$ cat src/rtl/nbr_match_node.sv
// nbr_match_node: compares its own state against N_NEIGH neighbour states.
// One neighbour is checked per clock through a single shared equality
// comparator. The result is the number of equal neighbours plus a flag that
// says whether that count reaches a threshold.
// Optional feature macro NBR_MASK_EN adds a per-neighbour count mask
// (nbr_mask), which is captured together with start.
module nbr_match_node #(
    parameter int W       = 2,
    parameter int N_NEIGH = 4,
    parameter int CNT_W   = 3
) (
    input  logic                 clk,
    input  logic                 rst,
    input  logic                 high,
    input  logic                 start,
    input  logic [W-1:0]         self_in,
    input  logic [N_NEIGH*W-1:0] nbr_in,
    input  logic [CNT_W-1:0]     thresh,
`ifdef NBR_MASK_EN
    input  logic [N_NEIGH-1:0]   nbr_mask,
`endif
    output logic                 busy,
    output logic                 out,
    output logic                 match,
    output logic [CNT_W-1:0]     match_cnt
);

    localparam int IDX_W = (N_NEIGH > 1) ? $clog2(N_NEIGH) : 1;
    localparam logic [IDX_W-1:0] LAST_IDX = IDX_W'(N_NEIGH - 1);

    typedef enum logic [1:0] {
        IDLE = 2'd0,
        SCAN = 2'd1,
        DONE = 2'd2
    } state_t;

    state_t state;
    state_t state_nxt;

    // Snapshot of the operands. These values are frozen for the whole scan.
    logic [W-1:0]       snap_self;
    logic [W-1:0]       snap_nbr [N_NEIGH];
    logic [CNT_W-1:0]   snap_thresh;
    logic [N_NEIGH-1:0] snap_mask;

    logic [IDX_W-1:0]   idx;
    logic [CNT_W-1:0]   acc;

    logic               capture;
    logic               last;
    logic               finish;
    logic               hit;
    logic [N_NEIGH-1:0] mask_now;

`ifdef NBR_MASK_EN
    assign mask_now = nbr_mask;
`else
    assign mask_now = '1;
`endif

    assign last = (idx == LAST_IDX);
    assign busy = (state != IDLE);

    // Shared comparator: the neighbour selected by the scan index against self.
    always_comb begin
        hit = 1'b0;
        if (state == SCAN) begin
            hit = (snap_nbr[idx] == snap_self) && snap_mask[idx];
        end
    end

    // Next-state logic. Dropping high overrides every transition and returns to IDLE.
    always_comb begin
        state_nxt = state;
        capture   = 1'b0;
        finish    = 1'b0;
        case (state)
            IDLE: begin
                if (start && high) begin
                    state_nxt = SCAN;
                    capture   = 1'b1;
                end
            end
            SCAN: begin
                if (last) begin
                    state_nxt = DONE;
                end
            end
            DONE: begin
                state_nxt = IDLE;
                finish    = high;
            end
            default: begin
                state_nxt = IDLE;
            end
        endcase
        if (!high) begin
            state_nxt = IDLE;
        end
    end

    // State register.
    always_ff @(posedge clk or negedge rst) begin
        if (!rst) begin
            state <= IDLE;
        end else begin
            state <= state_nxt;
        end
    end

    // Operand snapshot, loaded only on the edge that accepts start.
    always_ff @(posedge clk or negedge rst) begin
        if (!rst) begin
            snap_self   <= '0;
            snap_thresh <= '0;
            snap_mask   <= '0;
            for (int unsigned k = 0; k < N_NEIGH; k++) begin
                snap_nbr[k] <= '0;
            end
        end else if (capture) begin
            snap_self   <= self_in;
            snap_thresh <= thresh;
            snap_mask   <= mask_now;
            for (int unsigned k = 0; k < N_NEIGH; k++) begin
                snap_nbr[k] <= nbr_in[k*W +: W];
            end
        end
    end

    // Scan index and match accumulator. Both are cleared on abort and on a new start.
    always_ff @(posedge clk or negedge rst) begin
        if (!rst) begin
            idx <= '0;
            acc <= '0;
        end else if (!high || capture) begin
            idx <= '0;
            acc <= '0;
        end else if (state == SCAN) begin
            acc <= acc + CNT_W'(hit);
            // Wrap to 0 after the last neighbour so a non-power-of-two scan
            // never leaves an out-of-range index behind.
            idx <= last ? '0 : idx + 1'b1;
        end
    end

    // Result registers. out pulses on the DONE->IDLE edge; match and count are held between pulses.
    always_ff @(posedge clk or negedge rst) begin
        if (!rst) begin
            out       <= 1'b0;
            match     <= 1'b0;
            match_cnt <= '0;
        end else begin
            out <= finish;
            if (finish) begin
                match_cnt <= acc;
                match     <= (acc >= snap_thresh);
            end
        end
    end

endmodule

$ cat config.mk
export PLATFORM = sky130hd
export DESIGN_NAME = nbr_match_node
export DESIGN_NICKNAME = d
export VERILOG_FILES = /design/src/rtl/nbr_match_node.sv
export SDC_FILE = /design/constraint.sdc
export NUM_CORES = 1
export LEC_CHECK = 0
export ABC_AREA = 0
export BUFFER_PORTS_ARGS = -buffer_cell sky130_fd_sc_hd__buf_2
export CAP_MARGIN = 30
export CORE_MARGIN = 2
export CORE_UTILIZATION = 50
export CTS_CLUSTER_DIAMETER = 30
export DETAILED_ROUTE_END_ITERATION = 8
export GPL_TIMING_DRIVEN = 0
export PLACE_DENSITY = 0.72
export SYNTH_ARGS = -nofsm -noshare
export SYNTH_HDL_FRONTEND = slang
export SYNTH_SLANG_ARGS = --single-unit
$ cat constraint.sdc
create_clock -name clk -period 2.1 [get_ports clk]
set_input_delay 0.42 -clock clk [delete_from_list [all_inputs] [get_ports clk]]
set_output_delay 0.42 -clock clk [all_outputs]
set_load 0.02 [all_outputs]
# Word-level counts from Yosys, hierarchy flattened
# Cells that the tools add are included.
# Widths: inputs -> output; s select.
dict set report op_classes {
  n_addsub 2
  eq_ne 6
  n_mux 18
  order_cmp 3
  n_bitwise 1
  reduce_logical 8
}
# cell count
set ops {}
lappend ops {{$mux 2} 8}
lappend ops {{$mux 3} 2}
lappend ops {{$ne 3x3->1 const B} 2}
lappend ops {{$mux 1} 5}
lappend ops {{$bmux 2 s2} 1}
lappend ops {{$eq 2x2->1 const B} 2}
lappend ops {{$pmux 2 s2} 1}
lappend ops {{$reduce_bool 2->1} 2}
lappend ops {{$add 3x1->3} 1}
lappend ops {{$ge 3x3->1} 1}
lappend ops {{$ge 3x3->1 const B} 1}
lappend ops {{$lt 2x3->1 const B} 1}
lappend ops {{$not 2->3} 1}
lappend ops {{$add 2x1->2 const B} 1}
lappend ops {{$bmux 1 s2} 1}
lappend ops {{$eq 2x1->1 const B} 1}
lappend ops {{$eq 2x2->1} 1}
lappend ops {{$logic_and 1x1->1} 2}
lappend ops {{$logic_not 2->1} 1}
lappend ops {{$reduce_and 2->1} 1}
lappend ops {{$logic_not 1->1} 1}
lappend ops {{$logic_or 1x1->1} 1}
dict set report word_totals {
  inputBits 17
  regBits 26
  word_cells 51
}

# Longest topological paths before layout
# Gate-level depths: netlist of run 1.
dict set report depth {
  word_depth 10
  mapped_depth 8
}

# Worst setup path after synthesis of run 1
# Ideal clock, no wire load.
dict set report synth_timing {
  path_kind {register to register}
  from {reg idx[0]}
  to {reg acc[2]}
  path_slack_ns 0.245
  path_buffers 0
  arrival_ns 1.737
  stages_incl_launch_ff 9
  synth_period_minus_slack_ns 1.855
  path_cell_list {dfrtp_1 mux4_2 xor2_1 nor3_2 ha_1 ha_1 nand2_1 xor2_1 nor2_1}
}
dict set report synth_between {
  elab_chain_len 10
  word_cells_on_any_way 12
  cone_classes {1 x add/sub; 1 x eq/ne; 8 x mux; 1 x bitwise; 1 x reduce/logical}
}
# element line_no
set synth_lines {}
lappend synth_lines {{start: declaration} 46} ;# logic [IDX_W-1:0] idx;
lappend synth_lines {{start signal: assignment} 142} ;# idx <= last ? '0 : idx + 1'b1;
lappend synth_lines {{$not 2->3 (implied by the code)} 68} ;# hit = (snap_nbr[idx] == snap_self) && snap_mask[idx];
lappend synth_lines {{$bmux 2 s2} 68}
lappend synth_lines {{$mux 2 (implied by the code) (2 in a row)} 68}
lappend synth_lines {{$eq 2x2->1} 68}
lappend synth_lines {{$logic_and 1x1->1 *} 68}
lappend synth_lines {{$mux 1 *} 67} ;# if (state == SCAN) begin
lappend synth_lines {{$add 3x1->3 *} 139} ;# acc <= acc + CNT_W'(hit);
lappend synth_lines {{$mux 3 *} 138} ;# end else if (state == SCAN) begin
lappend synth_lines {{$mux 3 *} 135} ;# end else if (!high || capture) begin
lappend synth_lines {{end signal: assignment} 139}
lappend synth_lines {{end: declaration} 47} ;# logic [CNT_W-1:0] acc;
# Every way passes the cells marked *; elsewhere a longest branch is shown, timed or not. The select of a mux whose other input is x is not followed.
# A chain may end at the register's enable or synchronous reset.

# Final worst setup path of run 1
# Ends and elaborated chain as after synthesis.

==> PnR_summary.wiki, run 1 <==
{| class="wikitable"
! Metric !! Value
|-
| Cells after synthesis || 118
|-
| Wire length of the first global-routing pass || 3510 um
|-
| Number of antenna repair diodes || 0
|-
| Cell area after synthesis || 0.00118 mm2
|-
| Number of detailed-routing iterations run before antenna repair || 4
|-
| Depth of the CTS H-tree || 1
|-
| Yosys cell types || 24
|-
| Static leakage || 0.754 nW
|-
| Height of the chip || 52.7 um
|-
| Post-synthesis sequential element count || 26
|-
| Total detailed-routing wirelength || 2150 um
|-
| CTS tree || done
|-
| Layout area overhead || 16.2%
|-
| RD Place Congestion || 0.745
|-
| Proportion of synthesized chip area in sequential cells || 54.9%
|-
| Worst slew margin relative to its limit || 61.7%
|-
| Tot GR Track Use || 18.0%
|-
| Detailed-route via count || 861
|-
| Net count of the mapped netlist || 141
|-
| Wire per inst || 12.3 um
|-
| Fill count || 201
|-
| Post-Route Skew || 10.6 ps
|-
| Clk root buf || sky130_fd_sc_hd__clkbuf_4
|-
| Mean instance size in the synthesized netlist || 10.0 um2
|-
| Initial DRC count || 7
|-
| Max Root-Sink Buffers || 2
|-
| CTS Buf Count || 3
|-
| Warnings from Yosys || 0
|-
| Placeable core region || 0.00223 mm2
|-
| Crit-path max FO || 3
|-
| Full die area || 0.00278 mm2
|-
| Worst EP arrival || 2150 ps
|-
| Unrepaired setup endpoints after global routing || false
|-
| Via count of the first global-routing pass || 773
|-
| Final worst hold slack || 61.2 ps
|-
| Post-CTS Hold Buffers || 0
|-
| I/O pin total || 23
|-
| Status || completed
|-
| Die Span X || 52.7 um
|-
| Via density || 4.95
|-
| Fin crit share || 91.0%
|-
| DRC violations left || 0
|-
| Class of the worst hold path || input pin to async pin
|-
| CP required || 2340 ps
|-
| Post-DRT Antenna Nets || 0
|-
| Estimated wirelength of the detail-placed design || 1550 um
|-
| Clock latency of the later-clocked register in the worst-skew pair || 330 ps
|-
| Number of nets in the layout || 171
|-
| Ratio of cells with drive above 1 in the final layout || 26.0%
|-
| Final sum of negative setup slack || 0 ps
|-
| Number of buffers inserted by port buffering || 22
|-
| Element type at the critical path end || flop
|-
| Max-slew violation count || 0
|-
| Sum of overflow across all layers after global routing || 0
|-
| Worst slew pin tran || 575 ps
|-
| Initial antenna violation count || 0
|-
| Commonest non-fill, non-tap cell in the layout || sky130_fd_sc_hd__nand2_1
|-
| Final setup viols || 0
|-
| Critical path launch point type || flop
|-
| Cell Pwr Density || 721 mW/mm2
|-
| Pin count of the biggest net entering global routing || 27
|-
| Depth of the worst register-to-register path || 8
|-
| Max Cap Viol || 0
|-
| Worst-path clk slew || 150 ps
|-
| Category of the critical setup timing path || flop to flop
|-
| Initial core utilization || 53.1%
|-
| Fin crit period || 1910 ps
|-
| Peak Freq || 523 MHz
|-
| Row cnt || 17
|-
| Worst supply voltage drop on vdd || 0.000517 V
|-
| Most used cells in the layout excluding fill and tap cells || 45 x sky130_fd_sc_hd__nand2_1, 25 x sky130_fd_sc_hd__dfrtp_1, 24 x sky130_fd_sc_hd__buf_2, 6 x sky130_fd_sc_hd__ha_1, 5 x sky130_fd_sc_hd__o21ai_0
|-
| CTS sink cnt || 26
|-
| Hold violation total from the final report || 0
|}
-- worst max-delay path: stages (launching register included) --
cell and delay (ps):
sky130_fd_sc_hd__dfrtp_2 430, sky130_fd_sc_hd__mux4_2 510, sky130_fd_sc_hd__xor2_1 160, sky130_fd_sc_hd__nor3_2 150, sky130_fd_sc_hd__ha_1 160, sky130_fd_sc_hd__ha_1 140, sky130_fd_sc_hd__nand2_1 60, sky130_fd_sc_hd__xor2_1 160
sky130_fd_sc_hd__nor2_1 50
-- worst paths after layout --
check                             from      endpoint  slack, ps
max                             idx[0]        acc[2]        190
min                                rst  match_cnt[2]         60
max reg2reg                     idx[0]        acc[2]        190
min reg2reg                snap_nbr[5]   snap_nbr[5]        490
max in group asynchronous          rst        idx[0]       1630
min in group clk             nbr_in[7]   snap_nbr[1]        270
-- power breakdown --
group	internal (mW)	switching (mW)	total [mW]
logic	0.0893	0.0985	0.188
clock network	0.0673	0.151	0.218
registers	0.556	0.0306	0.586
total	0.712	0.280	0.992
-- area by class of cell --
type / instances / area (um2) / area share (%)
clock buffers: 3 / 22.5 / 1.64
multi-input cells: 85 / 502 / 36.5
inverters: 4 / 15.0 / 1.09
plain buffers: 3 / 17.5 / 1.27
flip-flops and latches: 26 / 652 / 47.4
well taps: 28 / 35.0 / 2.55
repair buffers: 25 / 133 / 9.64
-- flip-flops by register name, indices dropped and copies added, names as in the netlist --
name,flops
acc,3
idx,2
match,1
match_cnt,3
out,1
snap_mask,1
snap_nbr,8
snap_self,2
snap_thresh,3
state,2
-- cell usage after synthesis (all sizes together) --
cell / number / area (um2)
nor2b: 1 / 6.26
xor2: 3 / 26.3
ha: 6 / 75.1
nand2: 45 / 169
o21ai: 5 / 25.0
nand2b: 3 / 18.8
and3: 1 / 6.26
nand3: 3 / 15.0
and3b: 1 / 8.76
nand3b: 1 / 7.51
or2: 1 / 6.26
a21o: 1 / 7.51
inv: 4 / 15.0
dfrtp: 26 / 651
buf: 3 / 17.5
and2b: 1 / 7.51
nor2: 2 / 7.51
a21boi: 3 / 22.5
nor3: 2 / 15.0
a21oi: 2 / 10.0
mux2: 2 / 22.5
mux4: 2 / 45.0
-- what timing repair did --
item / 4_1_cts / 5_1_grt
resized for setup: 0 / 1
buffers inserted: 0 / 3
setup endpoints to repair: 0 / 2
-- per-layer routing --
layer	vias to the layer above	routed length (um)	GRT usage (%)
met5	-	0	0
met4	0	48	10.3
met3	4	87	2.57
met2	22	1020	30.0
met1	395	986	22.0
li1	440	-	-
-- through the flow --
stage / std cells / util (%) / setup WS [ps] / area (um2) / total power, mW
after floorplan: 118 / - / 245 / 1180 / 0.718
after global routing: 174 / 61.6 / 11.9 / 1380 / 1.05
after detailed placement: 168 / 59.6 / 90.4 / 1330 / 0.780
final: 174 / 61.6 / 188 / 1380 / 0.992
after global placement: 168 / 59.6 / 135 / 1330 / 0.770
after CTS: 171 / 60.6 / 66.3 / 1350 / 0.991
-- logic make-up (layout without fill, tap and decap cells) --
kind of cell,Yosys count,in the layout,synth area share [%]
AND/OR/NAND/NOR,61,61,22.6
flip-flops,26,26,54.9
AO/OA/AOI/OAI,11,11,5.49
buffers and inverters,7,35,2.75
adder cells (fa/ha/maj),6,6,6.34
multiplexers,4,4,5.70
XOR/XNOR,3,3,2.22
Note: power is estimated with default switching activity, not from simulation.
==> inputs of run 2 (changes only) <==
--- a/config.mk
+++ b/config.mk
@@ -8,12 +8,14 @@
 export ABC_AREA = 0
 export BUFFER_PORTS_ARGS = -buffer_cell sky130_fd_sc_hd__buf_2
 export CAP_MARGIN = 30
+export CELL_PAD_IN_SITES_DETAIL_PLACEMENT = 1
+export CELL_PAD_IN_SITES_GLOBAL_PLACEMENT = 1
 export CORE_MARGIN = 2
-export CORE_UTILIZATION = 50
+export CORE_UTILIZATION = 41
 export CTS_CLUSTER_DIAMETER = 30
 export DETAILED_ROUTE_END_ITERATION = 8
 export GPL_TIMING_DRIVEN = 0
-export PLACE_DENSITY = 0.72
+export PLACE_DENSITY = 0.76
 export SYNTH_ARGS = -nofsm -noshare
 export SYNTH_HDL_FRONTEND = slang
 export SYNTH_SLANG_ARGS = --single-unit
==> PnR_summary.wiki, run 2 (synthesized netlist as in run 1, its figures left out) <==
{| class="wikitable"
! Metric !! Value
|-
| Post-CTS Hold Buffers || 0 (unchanged)
|-
| Number of antenna repair diodes || 0 (unchanged)
|-
| Number of buffers inserted by port buffering || 22 (unchanged)
|-
| Row cnt || 19 (+2)
|-
| Worst setup slack before clock tree synthesis || 24.4 ps (-66.0 ps)
|-
| Cell Pwr Density || 743 mW/mm2 (+3.0%)
|-
| Worst slew margin relative to its limit || 60.6% (-1.1 points)
|-
| Depth of the worst register-to-register path || 8 (unchanged)
|-
| Clock latency of the later-clocked register in the worst-skew pair || 320 ps (about the same)
|-
| Number of nets in the layout || 169 (-1.2%)
|-
| Initial core utilization || 43.0% (-10 points)
|-
| Final sum of negative setup slack || 0 ps (unchanged)
|-
| Final setup viols || 0 (unchanged)
|-
| Peak Freq || 482 MHz (-7.9%)
|-
| Clk root buf || sky130_fd_sc_hd__clkbuf_4
|-
| Wire per inst || 14.6 um (+18%)
|-
| Wire length of the first global-routing pass || 4470 um (+28%)
|-
| Total detailed-routing wirelength || 2560 um (+19%)
|-
| Total net switching power || 293 uW (+4.6%)
|-
| Tot GR Track Use || 17.7% (-0.31 points)
|-
| I/O pin total || 23 (unchanged)
|-
| Register name with the most flops || snap_nbr
|-
| Post-Layout Cell Count || 176 (+1.1%)
|-
| Sequential cell fraction of total power || 56.5% (-2.6 points)
|-
| Worst R2R Setup Slack || 30 ps (-160 ps)
|-
| Placeable core region || 0.00276 mm2 (+23%)
|-
| Worst slew pin tran || 591 ps (+15.8 ps)
|-
| Full die area || 0.00334 mm2 (+20%)
|-
| Depth of the CTS H-tree || 1 (unchanged)
|-
| Via count of the first global-routing pass || 1027 (+33%)
|-
| Max-slew violation count || 0 (unchanged)
|-
| Worst reg2reg path startpoint || idx[0]
|-
| Ratio of cells with drive above 1 in the final layout || 29.0% (+2.9 points)
|-
| Int Pwr || 752 uW (+5.5%)
|-
| Post-DRT Antenna Nets || 0 (unchanged)
|-
| Worst-path clk slew || 140 ps (about the same)
|-
| Class of the worst hold path || input pin to async pin
|-
| Detailed-route via count || 906 (+5.2%)
|-
| Via density || 5.15 (+4.0%)
|-
| CP required || 2370 ps (+30 ps)
|-
| Layout area overhead || 18.7%
|-
| Clock network fraction of total power || 24.6% (+2.6 points)
|-
| RD Place Congestion || 0.746 (+0.15%)
|-
| Status || completed
|-
| Destination of the worst register-to-register timing path || acc[2]
|-
| Hold violation total from the final report || 0 (unchanged)
|-
| Initial DRC count || 12 (+5)
|-
| Max Root-Sink Buffers || 2 (unchanged)
|-
| Pin count of the biggest net entering global routing || 27 (unchanged)
|-
| Post-route total power || 1.04 mW (+5.3%)
|-
| Area after detailed placement || 0.00133 mm2 (+0.28%)
|-
| Post-Route Skew || 3.44 ps (-7.18 ps)
|-
| CTS Buf Count || 3 (unchanged)
|-
| Static leakage || 0.747 nW (-0.93%)
|-
| Core Util, Final || 51.0% (-11 points)
|-
| Unrepaired setup endpoints after global routing || true
|-
| Most used cells in the layout excluding fill and tap cells || 44 x sky130_fd_sc_hd__nand2_1, 25 x sky130_fd_sc_hd__dfrtp_1, 24 x sky130_fd_sc_hd__buf_2, 5 x sky130_fd_sc_hd__o21ai_0
|-
| Max Cap Viol || 0 (unchanged)
|-
| CTS sink cnt || 26 (unchanged)
|-
| Placed insts || 171 (+1.8%)
|-
| Final worst hold slack || 76.8 ps (+15.5 ps)
|-
| Number of detailed-routing iterations run before antenna repair || 4 (unchanged)
|-
| Estimated wirelength of the detail-placed design || 1880 um (+21%)
|-
| Fin crit share || 98.8% (+7.8 points)
|-
| Worst EP arrival || 2340 ps (+190 ps)
|-
| Worst supply voltage drop on vdd || 0.000403 V (-22%)
|-
| Die Span X || 57.8 um (+9.6%)
|-
| Commonest non-fill, non-tap cell in the layout || sky130_fd_sc_hd__nand2_1
|-
| Fin crit period || 2070 ps (+163 ps)
|-
| Element type at the critical path end || flop
|-
| CTS tree || done
|-
| Largest register FFs || 8 (unchanged)
|-
| Crit-path max FO || 4 (+1)
|-
| Category of the critical setup timing path || flop to flop
|-
| Sw Share || 28.0% (-0.18 points)
|-
| Final WS setup || 25.1 ps (-163 ps)
|-
| Combinational fraction of design power || 18.8% (about the same)
|-
| DRC violations left || 0 (unchanged)
|-
| Post-route cell area || 0.00141 mm2 (+2.2%)
|-
| Initial antenna violation count || 0 (unchanged)
|-
| Critical path launch point type || flop
|-
| Sum of overflow across all layers after global routing || 0 (unchanged)
|-
| Height of the chip || 57.8 um (+9.6%)
|}
==> run 2: area by class of cell <==
type,instances,area (um2)
multi-input combinational,85,529
timing repair buffer,23,118
inverter,4,15.0
buffer,3,17.5
sequential,26,652
tap,31,38.8
fill,325,1350
clock buffer,4,36.3
==> run 2: per-layer routing <==
metal / track usage, % / wire, um / vias up
li1: - / - / 439
met1: 21.2 / 1090 / 442
met2: 30.5 / 1320 / 17
met3: 2.23 / 79 / 8
met4: 9.97 / 68 / 0
met5: 0 / 0 / -
==> run 2: power by group through the flow <==
stage / Sequential (mW) / Clock [mW] / Combinational [mW]
2_1_floorplan: 0.589 / 0 / 0.129
3_3_place_gp: 0.598 / 0 / 0.177
3_5_place_dp: 0.600 / 0 / 0.189
4_1_cts: 0.592 / 0.262 / 0.190
5_1_grt: 0.599 / 0.281 / 0.228
6_report: 0.591 / 0.257 / 0.197
==> run 2: timing repair <==
item / 4_1_cts / 5_1_grt
endpoints found under the setup margin: 2 / 2
resized for setup: 1 / 6
setup buffers: 0 / 1
==> run 2: worst max path at each step <==
stage                     depth (start not counted)  endpoint  slack (ps)   start
after floorplan                                   8    acc[2]         240  idx[0]
after global placement                            8    acc[2]          80  idx[0]
after detailed placement                          8    acc[2]          20  idx[0]
after CTS                                         7    acc[1]          30  idx[0]
after global routing                              8    acc[2]         -40  idx[0]
final                                             8    acc[2]          30  idx[0]
==> run 2: critical path, stage by stage (launching register included) <==
cell                      delay [ps]
sky130_fd_sc_hd__dfrtp_2         440
sky130_fd_sc_hd__mux4_2          540
sky130_fd_sc_hd__xor2_2          170
sky130_fd_sc_hd__nor3_2          200
sky130_fd_sc_hd__ha_2            240
sky130_fd_sc_hd__ha_4            130
sky130_fd_sc_hd__nand2_2          40
sky130_fd_sc_hd__xor2_1          140
sky130_fd_sc_hd__nor2_1          100
==> inputs of run 3 (changes only) <==
--- a/config.mk
+++ b/config.mk
@@ -15,7 +15,8 @@
 export CTS_CLUSTER_DIAMETER = 30
 export DETAILED_ROUTE_END_ITERATION = 8
 export GPL_TIMING_DRIVEN = 0
-export PLACE_DENSITY = 0.76
+export PLACE_DENSITY_LB_ADDON = 0.1
+export RECOVER_POWER = 100
 export SYNTH_ARGS = -nofsm -noshare
 export SYNTH_HDL_FRONTEND = slang
 export SYNTH_SLANG_ARGS = --single-unit
==> PnR_summary.wiki, run 3 (synthesized netlist as in run 1, its figures left out) <==
{| class="wikitable"
! Metric !! Value
|-
| Fin crit period || 1950 ps (-125 ps)
|-
| Max-slew violation count || 0 (unchanged)
|-
| Register name with the most flops || snap_nbr
|-
| Combinational fraction of design power || 19.0% (+0.2 points)
|-
| Via count of the first global-routing pass || 896 (-13%)
|-
| CP required || 2360 ps (about the same)
|-
| Initial DRC count || 18 (+6)
|-
| CTS Buf Count || 3 (unchanged)
|-
| CTS tree || done
|-
| Worst-path clk slew || 130 ps (about the same)
|-
| Post-route total power || 983 uW (-5.9%)
|-
| Initial antenna violation count || 0 (unchanged)
|-
| Initial core utilization || 43.0% (unchanged)
|-
| Final WS setup || 150 ps (+125 ps)
|-
| Grt met1 use || 20.7% (-0.43 points)
|-
| Full die area || 0.00334 mm2 (unchanged)
|-
| Tot GR Track Use || 16.1% (-1.5 points)
|-
| Clock network fraction of total power || 20.9% (-3.7 points)
|-
| Worst reg2reg path startpoint || idx[0]
|-
| RD Place Congestion || 0.717 (-3.9%)
|-
| Number of detailed-routing iterations run before antenna repair || 2 (-2)
|-
| Height of the chip || 57.8 um (unchanged)
|-
| Pin count of the biggest net entering global routing || 27 (unchanged)
|-
| Worst supply voltage drop on vdd || 0.000427 V (+5.9%)
|-
| Placeable core region || 0.00276 mm2 (unchanged)
|-
| Depth of the worst register-to-register path || 8 (unchanged)
|-
| Number of nets in the layout || 169 (unchanged)
|-
| Clock latency of the later-clocked register in the worst-skew pair || 320 ps (about the same)
|-
| Cell Pwr Density || 724 mW/mm2 (-2.5%)
|-
| Layout area overhead || 14.6%
|-
| Sum of overflow across all layers after global routing || 0 (unchanged)
|-
| Depth of the CTS H-tree || 1 (unchanged)
|-
| Wire per inst || 13.2 um (-9.3%)
|-
| Crit-path max FO || 3 (-1)
|-
| Element type at the critical path end || flop
|-
| Sequential cell fraction of total power || 60.0% (+3.5 points)
|-
| I/O pin total || 23 (unchanged)
|-
| DRC violations left || 0 (unchanged)
|-
| Hold violation total from the final report || 0 (unchanged)
|-
| Total net switching power || 275 uW (-6.2%)
|-
| Worst slew margin relative to its limit || 9.65% (-51 points)
|-
| Int Pwr || 708 uW (-5.8%)
|-
| Worst EP arrival || 2210 ps (-130 ps)
|-
| Max Root-Sink Buffers || 2 (unchanged)
|-
| Number of antenna repair diodes || 0 (unchanged)
|-
| Number of buffers inserted by port buffering || 22 (unchanged)
|-
| Ratio of cells with drive above 1 in the final layout || 18.8% (-10 points)
|-
| Startpoint of the most critical hold path || nbr_in[1]
|-
| CTS sink cnt || 26 (unchanged)
|-
| Category of the critical setup timing path || flop to flop
|-
| Worst R2R Setup Slack || 150 ps (+120 ps)
|-
| Largest register FFs || 8 (unchanged)
|-
| Die Span X || 57.8 um (unchanged)
|-
| Worst slew pin tran || 1360 ps (+765 ps)
|-
| Peak Freq || 513 MHz (+6.4%)
|-
| Endpoint, Worst Hold || snap_nbr[7]
|-
| Static leakage || 0.706 nW (-5.4%)
|-
| Destination of the worst register-to-register timing path || acc[2]
|-
| Post-CTS Hold Buffers || 0 (unchanged)
|-
| Worst setup slack before clock tree synthesis || 48.0 ps (+23.6 ps)
|-
| Final worst hold slack || 282 ps (+205 ps)
|-
| Clk root buf || sky130_fd_sc_hd__clkbuf_4
|-
| Max Cap Viol || 0 (unchanged)
|-
| Commonest non-fill, non-tap cell in the layout || sky130_fd_sc_hd__nand2_1
|-
| Final setup viols || 0 (unchanged)
|-
| Post-DRT Antenna Nets || 0 (unchanged)
|-
| Core Util, Final || 49.2% (-1.8 points)
|-
| Via density || 4.91 (-4.5%)
|-
| Fin crit share || 92.9% (-5.9 points)
|-
| Met3 track demand over resource in global routing || 2.46% (+0.22 points)
|-
| Global-route track usage on met2 || 25.6% (-4.9 points)
|-
| Estimated wirelength of the detail-placed design || 1800 um (-4.2%)
|-
| Detailed-route via count || 860 (-5.1%)
|-
| Critical path launch point type || flop
|-
| Placed insts || 171 (unchanged)
|-
| Number of cells on the worst hold path || 3
|-
| Total detailed-routing wirelength || 2310 um (-9.8%)
|-
| Wire length of the first global-routing pass || 3980 um (-11%)
|-
| Post-Route Skew || 3.29 ps (-0.145 ps)
|-
| Sw Share || 28.0% (-0.089 points)
|-
| Most used cells in the layout excluding fill and tap cells || 45 x sky130_fd_sc_hd__nand2_1, 25 x sky130_fd_sc_hd__dfrtp_1, 15 x sky130_fd_sc_hd__buf_2, 10 x sky130_fd_sc_hd__clkbuf_1, 6 x sky130_fd_sc_hd__ha_1
|-
| Status || completed
|-
| Gr busiest metal || met2
|-
| Post-Layout Cell Count || 175 (-0.57%)
|-
| Class of the worst hold path || input pin to flop
|-
| Row cnt || 19 (unchanged)
|}
-- run 3: cell count changes in the layout (fill, tap and decap cells not counted) --
cell / before / now
sky130_fd_sc_hd__ha_2: 1 / 0
sky130_fd_sc_hd__nand2_2: 1 / 0
sky130_fd_sc_hd__nor2b_2: 1 / 0
sky130_fd_sc_hd__clkbuf_1: 0 / 10
sky130_fd_sc_hd__nor2b_1: 0 / 1
sky130_fd_sc_hd__clkbuf_8: 1 / 0
sky130_fd_sc_hd__buf_4: 2 / 1
sky130_fd_sc_hd__ha_4: 1 / 0
sky130_fd_sc_hd__nand2_1: 44 / 45
sky130_fd_sc_hd__ha_1: 4 / 6
sky130_fd_sc_hd__buf_2: 24 / 15
-- run 3: cell type report --
| class | instances | area [um2] |
|---|---|---|
| multi-input cells | 85 | 509 |
| clock buffers | 3 | 22.5 |
| plain buffers | 3 | 11.3 |
| flip-flops and latches | 26 | 652 |
| inverters | 4 | 15.0 |
| repair buffers | 23 | 109 |
| well taps | 31 | 38.8 |
| fillers | 326 | 1400 |
-- run 3: per-layer routing --
metal  vias up  part of all wire, %
met5         -                    0
met4         0                  2.6
met3         4                  4.1
met2        16                   49
met1       406                   44
li1        434                    -
-- run 3: power by group through the flow --
stage	clock, mW	combinational (mW)	sequential, mW
after CTS	0.215	0.188	0.591
after floorplan	0	0.129	0.589
final	0.206	0.187	0.590
after detailed placement	0	0.187	0.601
after global routing	0.238	0.219	0.598
after global placement	0	0.177	0.598
-- run 3: worst max path at each step --
stage | startpoint | endpoint | depth (start not counted)
3_5_place_dp | idx[0] | acc[1] | 7
3_3_place_gp | idx[0] | acc[1] | 7
4_1_cts | idx[0] | acc[1] | 7
6_report | idx[0] | acc[2] | 8
5_1_grt | idx[0] | acc[2] | 8
2_1_floorplan | idx[0] | acc[2] | 8
-- run 3: through the flow --
step                      cell area, um2  TNS [ps]
after floorplan                     1180         0
after global placement              1330         0
after detailed placement            1330         0
after CTS                           1360         0
after global routing                1360     -18.5
final                               1360         0
-- run 3: what timing repair did --
item,in CTS,in global routing
setup buffers,0,1
resized for setup,0,2
setup endpoints to repair,0,2
-- run 3: critical path, cell delays in order, from the launching register on --
cell and delay, ps:
sky130_fd_sc_hd__dfrtp_2 430, sky130_fd_sc_hd__mux4_2 540, sky130_fd_sc_hd__xor2_2 170, sky130_fd_sc_hd__nor3_2 160, sky130_fd_sc_hd__ha_1 170, sky130_fd_sc_hd__ha_1 140, sky130_fd_sc_hd__nand2_1 60, sky130_fd_sc_hd__xor2_1 160
sky130_fd_sc_hd__nor2_1 80
